[config.mk]
export PLATFORM = sky130hd
export DESIGN_NAME = show_alu_in_7seg
export DESIGN_NICKNAME = d
export VERILOG_FILES = /design/src/rtl/alu7_pkg.sv /design/src/rtl/hex_to_7seg.sv /design/src/rtl/show_alu_in_7seg.sv
export SDC_FILE = /design/constraint.sdc
export NUM_CORES = 1
export LEC_CHECK = 0
export CORE_MARGIN = 2
export CORE_UTILIZATION = 41
export DETAILED_ROUTE_END_ITERATION = 16
export PLACE_DENSITY = 0.77
export SYNTH_ARGS = -nofsm -noshare
export SYNTH_HDL_FRONTEND = slang
export SYNTH_SLANG_ARGS = --single-unit
[constraint.sdc]
create_clock -name clk -period 3.39 [get_ports clk]
set_input_delay 0.8475 -clock clk [delete_from_list [all_inputs] [get_ports clk]]
set_output_delay 0.8475 -clock clk [all_outputs]
set_load 0.05 [all_outputs]
[src/rtl/alu7_pkg.sv]
// alu7_pkg: opcodes, width and hex-to-segment table shared by the ALU display slice
package alu7_pkg;
    localparam int WIDTH = 4;
    localparam logic [2:0] OP_ADD = 3'd0;
    localparam logic [2:0] OP_SUB = 3'd1;
    localparam logic [2:0] OP_AND = 3'd2;
    localparam logic [2:0] OP_OR  = 3'd3;
    localparam logic [2:0] OP_XOR = 3'd4;
    localparam logic [2:0] OP_NOT = 3'd5;
    localparam logic [2:0] OP_SHL = 3'd6;
    localparam logic [2:0] OP_SHR = 3'd7;
    // active-high gfedcba, indexed by hex digit
    localparam logic [6:0] SEG_TABLE [0:15] = '{
        7'h3F, 7'h06, 7'h5B, 7'h4F, 7'h66, 7'h6D, 7'h7D, 7'h07,
        7'h7F, 7'h6F, 7'h77, 7'h7C, 7'h39, 7'h5E, 7'h79, 7'h71
    };
endpackage

[src/rtl/hex_to_7seg.sv]
// hex_to_7seg: combinational hex digit to segment decoder with polarity option
module hex_to_7seg
    import alu7_pkg::*;
#(
    parameter bit ACTIVE_LOW = 1'b1
) (
    input  logic [3:0] hex,
    output logic [6:0] seg
);
    assign seg = ACTIVE_LOW ? ~SEG_TABLE[hex] : SEG_TABLE[hex];
endmodule

[src/rtl/show_alu_in_7seg.sv]
// show_alu_in_7seg: 4-bit 8-op ALU with registered result/carry shown on one 7-segment digit
module show_alu_in_7seg
    import alu7_pkg::*;
#(
    parameter int WIDTH          = alu7_pkg::WIDTH,
    parameter bit SEG_ACTIVE_LOW = 1'b1
) (
    input  logic             clk,
    input  logic             rst,
    input  logic [WIDTH-1:0] in_1,
    input  logic [WIDTH-1:0] in_2,
    input  logic [2:0]       sel,
    input  logic             En,
    output logic [WIDTH-1:0] out,
    output logic             cout,
    output logic [6:0]       seg
);
    logic [WIDTH:0] r;
    // bit WIDTH of r carries the flag: carry, borrow or shifted-out bit
    always_comb begin
        r = '0;
        case (sel)
            OP_ADD: r = {1'b0, in_1} + {1'b0, in_2};
            OP_SUB: r = {1'b0, in_1} - {1'b0, in_2};
            OP_AND: r = {1'b0, in_1 & in_2};
            OP_OR:  r = {1'b0, in_1 | in_2};
            OP_XOR: r = {1'b0, in_1 ^ in_2};
            OP_NOT: r = {1'b0, ~in_1};
            OP_SHL: r = {in_1, 1'b0};
            OP_SHR: r = {in_1[0], 1'b0, in_1[WIDTH-1:1]};
        endcase
    end
    always_ff @(posedge clk or posedge rst)
        if (rst)
            {cout, out} <= '0;
        else if (En)
            {cout, out} <= r;
    hex_to_7seg #(.ACTIVE_LOW(SEG_ACTIVE_LOW)) u_seg (.hex(out), .seg(seg));
endmodule

### Yosys cells after proc, flatten, opt, wreduce, memory -nomap -nowiden

Memories as Yosys holds them, arrays and structs flattened.
Index checks and enable logic that the tools add are counted.

| word-level totals | value |
|---|---|
| register bits | 5 |
| bits in read-only memories | 112 |
| output and inout bits | 12 |
| word-level logic and storage cells | 23 |
| memories | 1 |

Memory list:

| name | words | width | rd ports | clocked after Yosys merged registers in | write ports | line | source |
|---|---|---|---|---|---|---|---|
| (name not given) | 16 | 7 | 1 | 0 | 0 | hex_to_7seg.sv:10 | `assign seg = ACTIVE_LOW ? ~SEG_TABLE[hex] : SEG_TABLE[hex];` |

| operators by class | value |
|---|---|
| $add $sub $neg | 2 |
| order comparisons | 1 |
| equal/unequal tests | 7 |
| mux-type cells | 3 |
| bitwise operators | 6 |
| reduce and logical (&&, ||, !) cells | 1 |

Operators by type and width:

| operator | count |
|---|---|
| $pmux W5 S8 | 1 |
| $mux W7 | 2 |
| $eq A3 B3 Y1 const B | 4 |
| $not A7 Y7 | 1 |
| $eq A3 B2 Y1 const B | 2 |
| $add A4 B4 Y5 | 1 |
| $ge A5 B5 Y1 const B | 1 |
| $not A4 Y5 | 1 |
| $sub A4 B4 Y5 | 1 |
| $and A4 B4 Y4 | 1 |
| $not A4 Y4 | 1 |
| $or A4 B4 Y4 | 1 |
| $xor A4 B4 Y4 | 1 |
| $eq A3 B1 Y1 const B | 1 |
| $logic_not A3 Y1 | 1 |

### Logic depth before layout (Yosys ltp)

Gate-level depths: netlist of the first run.

| depth | value |
|---|---|
| depth in word-level cells | 5 |
| gate-level depth with buffers | 10 |
| depth with buffers taken out | 9 |

### Cells and area by module

Synthesis of the first run repeated with hierarchy kept, for this count alone.

| second synthesis, totals | value |
|---|---|
| cells, all modules | 125 |
| area total of the unflattened synthesis | 1014.7 µm² |

Modules (own cells, without submodules):

| module | instances | cells each | area each (µm²) | seq. area each (µm²) |
|---|---|---|---|---|
| show_alu_in_7seg | 1 | 94 | 762.0 | 125.1 |
| hex_to_7seg | 1 | 31 | 252.7 | 0.0 |

### Worst setup path before layout of the first run

OpenSTA, ideal clock, no wires.

| timing | value |
|---|---|
| kind | reg2out |
| start | register out[1] |
| end | output seg[0] |
| arrival | 2286 ps |
| required time | 2543 ps |
| setup slack | 257 ps |
| cell stages (with the launch flop) | 5 |
| path buffers | 0 |
| cell sequence | dfrtp_1 inv_1 ha_1 nor2_1 o31ai_1 |

| between the ends | value |
|---|---|
| longest elaborated chain between the ends | 5 |

Ends and longest elaborated chain:

| element | line | source |
|---|---|---|
| start: declaration | show_alu_in_7seg.sv:14 | `output logic [WIDTH-1:0] out,` |
| start signal: assignment | show_alu_in_7seg.sv:37 | `{cout, out} <= r;` |
| $not A4 Y5 | n/a |  |
| $mem_v2 Z16 W7 | n/a |  |
| $mux W7 (not written as such) (2 in a row) | hex_to_7seg.sv:10 |  |
| $not A7 Y7 | hex_to_7seg.sv:10 |  |
| end: declaration | show_alu_in_7seg.sv:16 | `output logic [6:0] seg` |

No other way between the ends. The select of a mux whose other input is x is not followed.

### Final worst setup path of the first run

| timing | value |
|---|---|
| start | register out[0] |
| end | output seg[3] |

Same word-level chain as after synthesis.

==> results of run 1 <==
-- how the worst max path moves through the flow --
stage	startpoint	end	slack (ns)	cells past startpoint
finish	out[0]	seg[3]	0.24	5
global placement	in_2[0]	cout	0.21	10
floorplan	out[1]	seg[0]	0.26	4
detailed placement	in_2[0]	cout	0.15	10
CTS	out[0]	seg[3]	0.24	5
global route	out[0]	seg[3]	0.12	5
-- final cells by class --
type | instances | area, µm² | area share, %
multi-input cells | 93 | 754.5 | 59.06
repair buffers | 28 | 272.8 | 21.35
flip-flops and latches | 5 | 125.1 | 9.794
inverters | 17 | 63.81 | 4.995
well taps | 28 | 35.03 | 2.742
clock buffers | 4 | 26.28 | 2.057
-- state kept, by name, summed over array words and instances (netlist names) --
name	cells
cout	1
out	4
-- synthesized netlist by cell type, types with 3 or more instances --
master and n:
sky130_fd_sc_hd__xnor2_1 3, sky130_fd_sc_hd__nor2_1 9, sky130_fd_sc_hd__mux2i_1 6, sky130_fd_sc_hd__ha_1 18
sky130_fd_sc_hd__inv_1 16, sky130_fd_sc_hd__dfrtp_1 5, sky130_fd_sc_hd__a31oi_1 3, sky130_fd_sc_hd__a21oi_1 8
sky130_fd_sc_hd__o21ai_0 3, sky130_fd_sc_hd__o221ai_1 3, sky130_fd_sc_hd__buf_2 4, sky130_fd_sc_hd__nand2b_1 3
sky130_fd_sc_hd__nand2_1 9
-- worst register-to-register path: stages, from the launching register on --
cell	delay, ns
sky130_fd_sc_hd__dfrtp_1	0.53
sky130_fd_sc_hd__inv_1	0.20
sky130_fd_sc_hd__o221ai_1	0.21
-- stage by stage --
stage	std cells	total power, mW	hold slack (ns)	cell area, µm²
after detailed placement	171	0.4654	0.5765	1251
after global routing	175	0.5698	0.6147	1277
final	175	0.5316	0.5858	1277
after CTS	175	0.5356	0.5855	1277
after global placement	171	0.4572	0.5720	1251
after floorplan	121	0.3516	0.6260	978.4
-- power groups by stage --
| stage | Clock [mW] | Sequential, mW | Combinational [mW] |
|---|---|---|---|
| 3_5_place_dp | 0 | 0.0862 | 0.379 |
| 6_report | 0.0670 | 0.0855 | 0.379 |
| 3_3_place_gp | 0 | 0.0851 | 0.372 |
| 2_1_floorplan | 0 | 0.113 | 0.238 |
| 4_1_cts | 0.0702 | 0.0855 | 0.380 |
| 5_1_grt | 0.0764 | 0.0877 | 0.406 |
-- logic make-up after synthesis --
logic type      Yosys count  share of synthesized area (%)
compound gates           32                          22.12
simple gates             28                          13.56
buf+inv                  23                          10.10
fa+ha+maj                19                          25.06
mux                       9                          11.89
xor+xnor                  5                          4.477
flops                     5                          12.79
-- per-layer routing --
layer | vias up | track usage, %
met5 | - | 0
met2 | 27 | 30.00
met4 | 0 | 11.54
li1 | 485 | -
met1 | 416 | 19.24
met3 | 4 | 1.695
==> out/results.ini, run 1 <==
[run_status]
status = completed

[global_routing]
number_of_antenna_violations_at_the_first_check_in_global_routing = 0
gr-usage-all-layers_pct = 17.07
gr-total-overflow = 0
grt_max_degree = 19
vias_in_the_first_global_route = 852
grt_first_pass_wirelength_mm = 3.450

[sta]
slew_headroom_pct = 66.59
finalSetupViolCount = 0
clock.fmax_ghz = 0.3178
report.final.slew_viol_count = 0
rsz_0062_raised_after_global_routing = false
hold_viol = 0
final_critical_path_setup_slack_ns = 0.2437
final.setup.tns_ns = 0
max_slew.worst_pin.slew_ns = 0.4996
timing.final.crit_share_pct = 92.81
min_period_ns = 3.146
fin_skew_ns = 0

[cts]
cts.reportedPaths.clkPinSlew_ns = 0.04
ctsHtreeMaxLevel = 1
insertion_delay_ns = 0.24
cts-root-to-sink-buffers = 2
cts.repair.resized = 0
cts_buffers = 3
cts.sink_count = 5
clockRootBuffer = sky130_fd_sc_hd__clkbuf_4
cts_tree = built
hold_buffers = 0
cts_setup_buffers = 0

[worst_setup_path]
critical-path-top-delay-family = buffers and inverters
max_stage_delay_ns = 0.71
worst_r2r_endpoint = out[3]
crit_path_start_kind = flip-flop
crit_fanout = 5
path_common_cell = sky130_fd_sc_hd__inv_1
cp_num_buf_inv = 3
r2r.worst_path.cells = 2
worst-r2r-setup-slack_ns = 2.36
path_cells = inv_1 > ha_1 > inv_1 > mux4_2 > clkdlybuf4s50_1
worst-endpoint-required_ns = 2.54
crit_path_class = reg -> out
crit_end_element = output port
critical_path.slowest_cell = sky130_fd_sc_hd__clkdlybuf4s50_1
ff_to_ff_start = out[3]
worst_ep_arrival_time_ns = 2.30

[power_and_ir_drop]
share_seq_of_total_power_pct = 16.1
pwr-share-clk_pct = 12.6
p_per_area_mw_per_mm2 = 416.2
power.switching_mw = 0.2694
cellLeakagePower_nw = 0.5965
p_comb_share_pct = 71.3
vdd_drop_max_mv = 0.2385
p_int_mw = 0.2622
switching_share_pct = 50.68

[final_layout]
drive_above_1_share_pct = 8.163
synthToLayoutAreaGrowth_pct = 30.56
mostFrequentLayoutCell = sky130_fd_sc_hd__clkdlybuf4s50_1
antenna-diode-count = 0
final_cell_mix = sky130_fd_sc_hd__clkdlybuf4s50_1, sky130_fd_sc_hd__ha_1, sky130_fd_sc_hd__inv_1, sky130_fd_sc_hd__nand2_1, sky130_fd_sc_hd__nor2_1
post_route_utilization_pct = 57.20
layout.nets = 181
num-fill-cells = 210

[worst_hold_path]
hold_end = cout
worstHoldPathCells = 2
hold_class = reg -> reg
timing.hold.worst.start = cout

[yosys]
synth-async-reset-ratio_pct = 100.0
synth_warnings = 0
edff_count_synth = 0
yosys.area.top_type = sky130_fd_sc_hd__ha_1
largest_cells_by_area_after_synthesis = sky130_fd_sc_hd__ha_1, sky130_fd_sc_hd__dfrtp_1, sky130_fd_sc_hd__mux2i_1, sky130_fd_sc_hd__inv_1, sky130_fd_sc_hd__mux4_2
synth-seq-area-share_pct = 12.79
synth_top_cell_area_share_pct = 23.02
syn-num-nets = 154
synth_seq_cells = 5
post_synth_top_flop = sky130_fd_sc_hd__dfrtp_1
postSynthCellCount = 121
syn_area_per_cell_um2 = 8.086
post_synth_num_cell_types = 36
synthesis.area_um2 = 978.4

[detailed_routing]
highest-signal-layer = met4
firstDrtPassIters = 4
drcViolationCount = 0
detail_route.wirelength_mm = 2.191
wl_per_cell_um = 12.52
detail-route-antenna-nets = 0
routed_via_density = 5.326
met3_length_um = 75
drt-initial-drc-count = 11
route.vias.total = 932
met1Wirelength_um = 976
wl_met2_mm = 1.101

[place]
dp_worst_setup_slack_ns = 0.1531
port_buffers = 25
place.detailed.hpwl_mm = 1.837
place.gp.congestion = 0.8495

[floorplan]
die-height_um = 52.85
die_w_um = 52.85
start_util_pct = 43.81
design.portCount = 26
die_outline_area_mm2 = 0.002793
floorplan.rows = 17
coreArea_mm2 = 0.002233

[job]
max_cap_violations = 0

Note: power is estimated with default switching activity, not from simulation.
==> inputs of run 2 (changes only) <==
Settings changed: CAP_MARGIN set to 25.
==> results of run 2 <==
The final DEF is identical to that of run 1; final timing and power are the same.
